File: src/rtl/alu_defs.sv
// rtl/alu_defs.sv - ALU opcodes, default widths and controller state encoding
package alu_defs;

    localparam int NB_DATA_DEF = 8;
    localparam int NB_OP_DEF   = 6;

    localparam logic [NB_OP_DEF-1:0] OP_ADD = 6'h20;
    localparam logic [NB_OP_DEF-1:0] OP_SUB = 6'h22;
    localparam logic [NB_OP_DEF-1:0] OP_AND = 6'h24;
    localparam logic [NB_OP_DEF-1:0] OP_OR  = 6'h25;
    localparam logic [NB_OP_DEF-1:0] OP_XOR = 6'h26;
    localparam logic [NB_OP_DEF-1:0] OP_SRA = 6'h03;
    localparam logic [NB_OP_DEF-1:0] OP_SRL = 6'h02;
    localparam logic [NB_OP_DEF-1:0] OP_NOR = 6'h27;

    typedef enum logic [2:0] {
        WAIT_A  = 3'd0,
        WAIT_B  = 3'd1,
        WAIT_OP = 3'd2,
        LOAD    = 3'd3,
        SEND    = 3'd4,
        WAIT_TX = 3'd5
    } ctrl_state_t;

endpackage

File: src/rtl/alu_uart_ctrl.sv
// rtl/alu_uart_ctrl.sv - sequencer collecting A, B, opcode from UART RX and sending the ALU result on UART TX
module alu_uart_ctrl
    import alu_defs::*;
#(
    parameter int NB_DATA = NB_DATA_DEF,
    parameter int NB_OP   = NB_OP_DEF
) (
    input  logic               i_clk,
    input  logic               i_reset,
    input  logic [NB_DATA-1:0] i_rx_data,
    input  logic               i_rx_done,
    input  logic               i_tx_done,
    input  logic [NB_DATA-1:0] i_alu_result,
    output logic [NB_DATA-1:0] o_alu_A,
    output logic [NB_DATA-1:0] o_alu_B,
    output logic [NB_OP-1:0]   o_alu_OP,
    output logic [NB_DATA-1:0] o_tx_data,
    output logic               o_tx_start,
    output logic               o_busy,
    output logic               o_rx_drop
);

    ctrl_state_t state;
    ctrl_state_t state_next;
    logic        busy_now;
    logic        busy_next;

    always_ff @(posedge i_clk) begin
        if (i_reset) begin
            state <= WAIT_A;
        end else begin
            state <= state_next;
        end
    end

    always_comb begin
        state_next = state;
        case (state)
            WAIT_A:  if (i_rx_done) state_next = WAIT_B;
            WAIT_B:  if (i_rx_done) state_next = WAIT_OP;
            WAIT_OP: if (i_rx_done) state_next = LOAD;
            LOAD:    state_next = SEND;
            SEND:    state_next = WAIT_TX;
            WAIT_TX: if (i_tx_done) state_next = WAIT_A;
            default: state_next = WAIT_A;
        endcase
    end

    always_comb begin
        busy_now  = (state == LOAD) || (state == SEND) || (state == WAIT_TX);
        busy_next = (state_next == LOAD) || (state_next == SEND) || (state_next == WAIT_TX);
    end

    // Outputs are registered from the next state so they line up with the state they describe.
    always_ff @(posedge i_clk) begin
        if (i_reset) begin
            o_alu_A    <= '0;
            o_alu_B    <= '0;
            o_alu_OP   <= '0;
            o_tx_data  <= '0;
            o_tx_start <= 1'b0;
            o_busy     <= 1'b0;
            o_rx_drop  <= 1'b0;
        end else begin
            o_tx_start <= (state == LOAD);
            o_busy     <= busy_next;
            o_rx_drop  <= i_rx_done && busy_now;
            if (state == WAIT_A && i_rx_done) begin
                o_alu_A <= i_rx_data;
            end
            if (state == WAIT_B && i_rx_done) begin
                o_alu_B <= i_rx_data;
            end
            if (state == WAIT_OP && i_rx_done) begin
                o_alu_OP <= i_rx_data[NB_OP-1:0];
            end
            // The ALU has had the whole LOAD cycle to settle on the new operands.
            if (state == LOAD) begin
                o_tx_data <= i_alu_result;
            end
        end
    end

endmodule

File: config.mk
export PLATFORM = sky130hd
export DESIGN_NAME = alu_uart_ctrl
export DESIGN_NICKNAME = d
export VERILOG_FILES = /design/src/rtl/alu_defs.sv /design/src/rtl/alu_uart_ctrl.sv
export SDC_FILE = /design/constraint.sdc
export NUM_CORES = 1
export LEC_CHECK = 0
export CAP_MARGIN = 20
export CORE_MARGIN = 3
export CORE_UTILIZATION = 38
export DETAILED_ROUTE_END_ITERATION = 12
export PLACE_DENSITY = 0.78
export SKIP_CTS_REPAIR_TIMING = 1
export SLEW_MARGIN = 30
export SYNTH_ARGS = -nofsm -noshare
export SYNTH_HDL_FRONTEND = slang
export SYNTH_SLANG_ARGS = --single-unit
export TNS_END_PERCENT = 1
File: constraint.sdc
create_clock -name i_clk -period 1.6 [get_ports i_clk]
set_clock_uncertainty 0.15 [all_clocks]
set_input_delay 0.24 -clock i_clk [delete_from_list [all_inputs] [get_ports i_clk]]
set_output_delay 0.24 -clock i_clk [all_outputs]
set_load 0.005 [all_outputs]
==> results of run 1 <==
==> layout make-up <==
class,instances,area share (%)
timing repair buffer,60,31.7
multi-input combinational,89,26.7
inverter,2,0.350
clock buffer,6,1.93
clock inverter,2,1.63
tap,46,2.68
sequential,36,34.9
==> power groups by stage <==
stage          clock [mW]  combinational (mW)  sequential, mW
3_3_place_gp            0               0.251           0.975
6_report            0.624               0.254           0.959
4_1_cts             0.645               0.260           0.956
3_5_place_dp            0               0.259           0.976
5_1_grt             0.688               0.275           0.964
2_1_floorplan           0               0.120           0.969
==> final timing paths <==
check	to	slack, ns	depth (start not counted)
setup / recovery	o_alu_A[1]	0.02	1
hold / removal	o_alu_A[6]	0.31	2
setup reg to reg	o_tx_data[2]	0.08	4
hold reg to reg	o_alu_A[6]	0.31	2
==> routing by layer <==
metal | track usage (%) | vias up | share of wire (%)
met5 | 0 | - | 0
met3 | 8.16 | 9 | 8.3
met1 | 18.3 | 537 | 39
met2 | 26.7 | 39 | 50
met4 | 8.63 | 0 | 2.5
li1 | - | 572 | -
==> cell families after synthesis <==
family,count (synthesis)
compound gates,15
mux,22
flops,36
simple gates,52
buf+inv,13
==> synth_stat cells, drive strengths merged <==
master	n
clkbuf	4
nand2	17
mux2i	22
o211ai	1
nand2b	2
nand3b	2
buf	7
o31a	1
nor2	24
or4b	1
a21oi	11
nor4b	2
and3	1
or2b	1
a21o	1
and4bb	2
a211oi	1
dfxtp	36
inv	2
==> sequential cells by signal, indices dropped and copies added (netlist names) <==
signal and flops:
o_rx_drop 1, o_alu_OP 6, o_tx_start 1, o_tx_data 8, o_alu_A 8, state 3, o_alu_B 8, o_busy 1
==> metrics by stage <==
| stage | setup TNS (ns) | utilization, % |
|---|---|---|
| floorplan | 0 | - |
| global placement | -2.11 | 57.5 |
| detailed placement | -2.91 | 57.5 |
| CTS | -0.263 | 59.7 |
| global route | -0.0374 | 62.8 |
| finish | 0 | 62.8 |
==> results.sh, run 1 <==
export IMPL_syn_to_final_growth_pct=56.4
export IMPL_rr_startpoint="state[2]"
export IMPL_grt_pass1_vias=1163
export IMPL_switching_power_mw=0.423
export IMPL_fillers=269
export IMPL_place_congestion=0.831
export IMPL_startpoint="o_alu_A[1]"
export IMPL_rsz0062_at_grt="yes"
export IMPL_place_ws_ns=-0.163
export IMPL_synth_adder_area_share_pct=0
export IMPL_hold_viol_final=0
export IMPL_final_max_slew_viol_count=0
export IMPL_initial_utilization_pct=40.1
export IMPL_synth_xor_area_share_pct=0
export IMPL_chipWidth_um=66.1
export IMPL_viasPerCell=4.80
export IMPL_ir_drop_uv=572
export IMPL_antenna_found_initial=0
export IMPL_numCtsBuffers=5
export IMPL_synth_area_um2=1370
export IMPL_internal_power_mw=1.41
export IMPL_powerDensity_nw_per_um2=856
export IMPL_avgSynthCellArea_um2=9.94
export IMPL_dr_pass1_iters=5
export IMPL_power_frac_seq_pct=52.2
export IMPL_synth_simple_area_share_pct=19.4
export IMPL_multi_input_area_um2=573
export IMPL_pwr_share_clk_pct=34.0
export IMPL_synth_largest_area_cell="dfxtp_1"
export IMPL_pwr_share_comb_pct=13.8
export IMPL_ys_warn_count=0
export IMPL_ios=53
export IMPL_synth_distinct_cells=23
export IMPL_critPathMaxFanout=2
export IMPL_finalCriticalPeriod_ns=1.58
export IMPL_critPathTopFamily="buffers and inverters"
export IMPL_maxCapViolations=0
export IMPL_grt_pass1_wl_um=5460
export IMPL_mostFrequentLayoutCells="30 x dlymetal6s2s_1, 24 x nor2_1, 23 x dfxtp_2, 22 x mux2i_1, 22 x clkdlybuf4s50_1"
export IMPL_die_area_um2=4370
export IMPL_path_class="reg -> out"
export IMPL_setup_violations=0
export IMPL_synthCells=138
export IMPL_synth_top_family_by_area="simple AND/OR/NAND/NOR gates"
export IMPL_status="finished, final reports clean"
export IMPL_hpwl_um=2510
export IMPL_power_mw=1.84
export IMPL_globalRouteTotalUtil_pct=16.7
export IMPL_fin_cells=241
export IMPL_drc_errors=0
export IMPL_wl_um=3440
export IMPL_required_ns=1.21
export IMPL_ff_latch_area_um2=749
export IMPL_clk_latency_ns=0.34
export IMPL_timing_hold_ws_ns=0.314
export IMPL_layout_commonest_cell="dlymetal6s2s_1"
export IMPL_grt_max_degree=23
export IMPL_startpoint_type="flip-flop"
export IMPL_cts_tree="built"
export IMPL_finalWorstSetupSlack_ns=0.0194
export IMPL_p_leak_nw=1.36
export IMPL_place_inst=233
export IMPL_wire_per_inst_um=14.3
export IMPL_fin_crit_sh_pct=98.8
export IMPL_place_area_um2=1960
export IMPL_coreArea_um2=3420
export IMPL_slowest_delay_ns=0.50
export IMPL_drtAntennaViolNets=0
export IMPL_yosysSeqAreaShare_pct=52.6
export IMPL_final_layout_size_suffix_gt1_share_pct=21.0
export IMPL_synth_compound_area_share_pct=6.30
export IMPL_stdcell_area_um2=2140
export IMPL_die_y_um=66.1
export IMPL_max_freq_mhz=633
export IMPL_cts_buffer_depth=2
export IMPL_fin_nets=214
export IMPL_antenna_cells=0
export IMPL_synth_top_area_share_pct=52.6
export IMPL_hold_start="o_alu_A[6]"
export IMPL_drt_iter0_drc=43
export IMPL_cp_cell_sequence="clkdlybuf4s50_1"
export IMPL_portBuffers=52
export IMPL_vias=1157
export IMPL_synthMuxAreaShare_pct=16.1
export IMPL_cp_end_kind="output pin"
export IMPL_synth_fp_nets=158
export IMPL_cts_root_buf="clkbuf_4"
export IMPL_clkSinkCount=36
export IMPL_clk_pin_slew_worst_paths_ns=0.10
export IMPL_worstHoldPathType="reg -> reg"
export IMPL_maxSlewHeadroom_pct=76.0
export IMPL_cp_arrival_ns=1.19
export IMPL_yosys_top_cells_area="dfxtp_1 53%, mux2i_1 16%, nor2_1 6.6%"
export IMPL_worst_pin_slew_ns=0.360
export IMPL_ys_seq_elements=36
export IMPL_grt_overflow=0
export IMPL_p_sw_share_pct=23.0
export IMPL_num_rows=21
export IMPL_slowest_stage="clkdlybuf4s50_1"
export IMPL_path_buf_inv=1
export IMPL_htree_levels=2
Power figures use the tool's default switching activity.
==> inputs of run 2 (changes only) <==
CORE_UTILIZATION = 42   (was 38)
PLACE_DENSITY = 0.81   (was 0.78)
REMOVE_ABC_BUFFERS = 1   (was unset)
clock period = 1.55 ns   (was 1.6 ns; I/O delays follow)
==> run 2 against run 1 <==
- the run now ends with setup timing left
- final cell count shrank 0.41%
- global-route usage increased by 1.8 points
- die area down 8.7%
- clock power grew 3%
- worst setup slack got worse by 0.052 ns
- combinational power rose by 4%
- worst hold slack got worse by 0.0012 ns
- design area is 0.41% higher
- largest cell class unchanged
==> results.sh, run 2 (synthesis results as in run 1) <==
export IMPL_fin_cells=240
export IMPL_clk_latency_ns=0.34
export IMPL_finalWorstSetupSlack_ns=-0.0322
export IMPL_drc_errors=0
export IMPL_grt_max_degree=16
export IMPL_finalCriticalPeriod_ns=1.58
export IMPL_critPathMaxFanout=2
export IMPL_fin_setup_tns_ns=-0.0322
export IMPL_clkSinkCount=36
export IMPL_antenna_found_initial=0
export IMPL_viasPerCell=4.79
export IMPL_max_freq_mhz=632
export IMPL_cts_root_buf="clkbuf_4"
export IMPL_ir_drop_uv=615
export IMPL_cts_tree="built"
export IMPL_cts_buffer_depth=2
export IMPL_power_mw=1.90
export IMPL_fin_crit_sh_pct=102
export IMPL_num_rows=20
export IMPL_globalRouteTotalUtil_pct=18.6
export IMPL_portBuffers=52
export IMPL_grt_overflow=0
export IMPL_layout_commonest_cell="dlymetal6s2s_1"
export IMPL_startpoint_type="flip-flop"
export IMPL_slowest_stage="clkdlybuf4s50_1"
export IMPL_worst_pin_slew_ns=0.342
export IMPL_worstHoldPathType="reg -> reg"
export IMPL_powerDensity_nw_per_um2=881
export IMPL_status="finished with violations"
export IMPL_grt_pass1_wl_um=5690
export IMPL_required_ns=1.17
export IMPL_final_max_slew_viol_count=0
export IMPL_setup_violations=1
export IMPL_dr_pass1_iters=5
export IMPL_fin_util_pct=70.0
export IMPL_place_congestion=0.716
export IMPL_critPathTopFamily="buffers and inverters"
export IMPL_chipWidth_um=63.1
export IMPL_reg_largest_list="o_alu_A x8, o_alu_B x8, o_tx_data x8"
export IMPL_fillers=233
export IMPL_slowest_delay_ns=0.51
export IMPL_ff_latch_area_um2=748
export IMPL_coreArea_um2=3080
export IMPL_multi_input_area_um2=573
export IMPL_cp_end_kind="output pin"
export IMPL_hold_viol_final=0
export IMPL_ios=53
export IMPL_p_leak_nw=1.40
export IMPL_vias=1150
export IMPL_fin_nets=215
export IMPL_wl_um=3520
export IMPL_cp_cell_sequence="clkdlybuf4s50_1"
export IMPL_maxCapViolations=0
export IMPL_drt_iter0_drc=30
export IMPL_syn_to_final_growth_pct=57.0
export IMPL_place_inst=232
export IMPL_path_buf_inv=1
export IMPL_path_class="reg -> out"
export IMPL_violations="setup timing"
export IMPL_initial_utilization_pct=44.6
export IMPL_rsz0062_at_grt="yes"
export IMPL_antenna_cells=0
export IMPL_die_y_um=63.1
export IMPL_htree_levels=2
export IMPL_maxSlewHeadroom_pct=77.2
export IMPL_grt_pass1_vias=1178
export IMPL_cp_arrival_ns=1.20
export IMPL_mostFrequentLayoutCells="32 x dlymetal6s2s_1, 24 x nor2_1, 22 x mux2i_1, 22 x dfxtp_2, 20 x clkdlybuf4s50_1"
export IMPL_die_area_um2=3990
export IMPL_place_ws_ns=-0.214
export IMPL_wire_per_inst_um=14.7
export IMPL_numCtsBuffers=5
export IMPL_hpwl_um=2540
export IMPL_drtAntennaViolNets=0
export IMPL_final_layout_size_suffix_gt1_share_pct=20.9
export IMPL_clk_pin_slew_worst_paths_ns=0.11
## run 2: cell count changes in the layout (fill, tap and decap cells not counted)
cell             change
buf_4                +1
clkdlybuf4s50_1      -2
dfxtp_1              +1
dfxtp_2              -1
dlymetal6s2s_1       +2
## run 2: report_power, final
group	total (mW)	internal, mW	switching, mW
Clock	0.643	0.338	0.305
Sequential	0.990	0.965	0.0252
Combinational	0.264	0.157	0.107
Total	1.90	1.46	0.437
## run 2: worst paths after layout
| path | slack (ns) | depth (start not counted) | end | from |
|---|---|---|---|---|
| hold reg to reg | 0.31 | 2 | o_alu_A[1] | o_alu_A[1] |
| hold / removal | 0.31 | 2 | o_alu_A[1] | o_alu_A[1] |
| setup reg to reg | 0.04 | 3 | o_alu_OP[1] | state[2] |
| setup / recovery | -0.03 | 1 | o_alu_A[3] | o_alu_A[3] |
## run 2: tightest hold or removal path: stages, from the launching register on
cell and delay, ns:
dfxtp_2 0.34, nand2_1 0.05, a21oi_1 0.05
## run 2: stage by stage
step,instance area [µm²],hold WS (ns)
4_1_cts,2050,0.305
6_report,2150,0.312
3_5_place_dp,1970,0.300
5_1_grt,2150,0.300
2_1_floorplan,1300,0.152
3_3_place_gp,1970,0.292
## run 2: cell type report
cell class              count  area share [%]
flip-flops and latches     36            34.7
clock inverters             2            1.63
inverters                   2           0.349
multi-input cells          89            26.6
repair buffers             61            32.2
clock buffers               6            1.92
well taps                  44            2.56
## run 2: metal layers
metal	vias up	routed length, µm	global-route usage [%]
met2	36	1990	33.6
met5	-	0	0
met4	0	58	6.61
met3	7	178	6.06
met1	536	1300	20.0
li1	571	-	-
==> inputs of run 3 (changes only) <==
CELL_PAD_IN_SITES_DETAIL_PLACEMENT = 1   (was unset)
CELL_PAD_IN_SITES_GLOBAL_PLACEMENT = 2   (was unset)
CORE_UTILIZATION = 25   (was 42)
PLACE_DENSITY = 0.82   (was 0.81)
==> run 3 against run 2 <==
- the run now ends clean
- global-route usage shrank 6.1 points
- design area grew 0.87%
- sequential power is essentially flat
- largest cell class unchanged
- highest routed layer unchanged
==> results.sh, run 3 (synthesis results as in run 1) <==
export IMPL_drt_iter0_drc=39
export IMPL_viasPerCell=4.38
export IMPL_place_ws_ns=-0.218
export IMPL_cts_root_buf="clkbuf_8"
export IMPL_num_rows=26
export IMPL_portBuffers=52
export IMPL_final_layout_size_suffix_gt1_share_pct=14.9
export IMPL_numCtsBuffers=5
export IMPL_rr_startpoint="state[0]"
export IMPL_drc_errors=0
export IMPL_startpoint_type="flip-flop"
export IMPL_fin_util_pct=41.7
export IMPL_slowest_stage="clkdlybuf4s50_1"
export IMPL_worstHoldPathType="reg -> reg"
export IMPL_finalCriticalPeriod_ns=1.51
export IMPL_grt_overflow=0
export IMPL_path_class="reg -> out"
export IMPL_chipWidth_um=80.1
export IMPL_htree_levels=2
export IMPL_drtAntennaViolNets=0
export IMPL_setup_violations=0
export IMPL_final_max_slew_viol_count=0
export IMPL_finalWorstSetupSlack_ns=0.0383
export IMPL_ir_drop_uv=642
export IMPL_mostFrequentLayoutCells="36 x clkdlybuf4s50_1, 25 x dfxtp_1, 24 x nor2_1, 22 x mux2i_1, 17 x nand2_1"
export IMPL_fin_crit_sh_pct=97.5
export IMPL_critPathMaxFanout=2
export IMPL_hpwl_um=2850
export IMPL_die_area_um2=6410
export IMPL_power_mw=2.07
export IMPL_wl_um=3750
export IMPL_hold_start="o_alu_A[5]"
export IMPL_grt_max_degree=27
export IMPL_status="finished, final reports clean"
export IMPL_place_congestion=0.682
export IMPL_layout_commonest_cell="clkdlybuf4s50_1"
export IMPL_slowest_delay_ns=0.51
export IMPL_vias=1160
export IMPL_coreArea_um2=5200
export IMPL_required_ns=1.17
export IMPL_syn_to_final_growth_pct=58.4
export IMPL_fin_nets=214
export IMPL_critPathTopFamily="buffers and inverters"
export IMPL_clkSinkCount=36
export IMPL_reg_largest_list="o_alu_A x8, o_alu_B x8, o_tx_data x8"
export IMPL_antenna_cells=0
export IMPL_grt_pass1_wl_um=6090
export IMPL_antenna_found_initial=0
export IMPL_path_buf_inv=1
export IMPL_timing_hold_ws_ns=0.309
export IMPL_ios=53
export IMPL_dr_pass1_iters=2
export IMPL_worst_pin_slew_ns=0.248
export IMPL_fin_setup_tns_ns=0
export IMPL_powerDensity_nw_per_um2=952
export IMPL_max_freq_mhz=661
export IMPL_initial_utilization_pct=26.3
export IMPL_hold_viol_final=0
export IMPL_wire_per_inst_um=14.1
export IMPL_maxSlewHeadroom_pct=83.3
export IMPL_globalRouteTotalUtil_pct=12.5
export IMPL_cp_arrival_ns=1.13
export IMPL_cp_end_kind="output pin"
export IMPL_clk_pin_slew_worst_paths_ns=0.08
export IMPL_die_y_um=80.1
export IMPL_p_leak_nw=1.12
export IMPL_grt_pass1_vias=1287
export IMPL_clk_latency_ns=0.28
export IMPL_cts_buffer_depth=2
export IMPL_cp_cell_sequence="clkdlybuf4s50_1"
export IMPL_cts_tree="built"
export IMPL_startpoint="o_alu_B[7]"
export IMPL_maxCapViolations=0
## run 3: worst paths after layout
path                     end  slack, ns  cells past startpoint
setup / recovery  o_alu_B[7]       0.04                      1
hold reg to reg   o_alu_A[5]       0.31                      2
setup reg to reg  o_alu_A[3]       0.13                      3
hold / removal    o_alu_A[5]       0.31                      2
## run 3: per-layer routing
metal | global-route usage [%] | part of all wire, % | wire length, µm
met3 | 4.04 | 4.0 | 150
met5 | 0 | 0 | 0
met4 | 4.05 | 1.5 | 56
met2 | 23.0 | 54 | 2020
met1 | 13.3 | 41 | 1520
## run 3: area by class of cell
| cell class | count | area, µm² |
|---|---|---|
| Clock buffer | 6 | 72.6 |
| Clock inverter | 2 | 35.0 |
| Fill cell | 590 | 3030 |
| Inverter | 2 | 7.51 |
| Multi-Input combinational cell | 89 | 577 |
| Sequential cell | 36 | 734 |
| Tap cell | 70 | 87.6 |
| Timing Repair Buffer | 60 | 658 |
## run 3: report_power, final
group	total [mW]	leakage (nW)	switching [mW]	internal, mW
Sequential	0.990	0.297	0.0266	0.963
Clock	0.809	0.0552	0.331	0.477
Combinational	0.270	0.770	0.107	0.163
Total	2.07	1.12	0.465	1.60
## run 3: stage by stage
step / instances / instance area (µm²)
detailed placement: 257 / 2010
CTS: 265 / 2110
global route: 265 / 2170
global placement: 257 / 2010
floorplan: 127 / 1300
finish: 265 / 2170
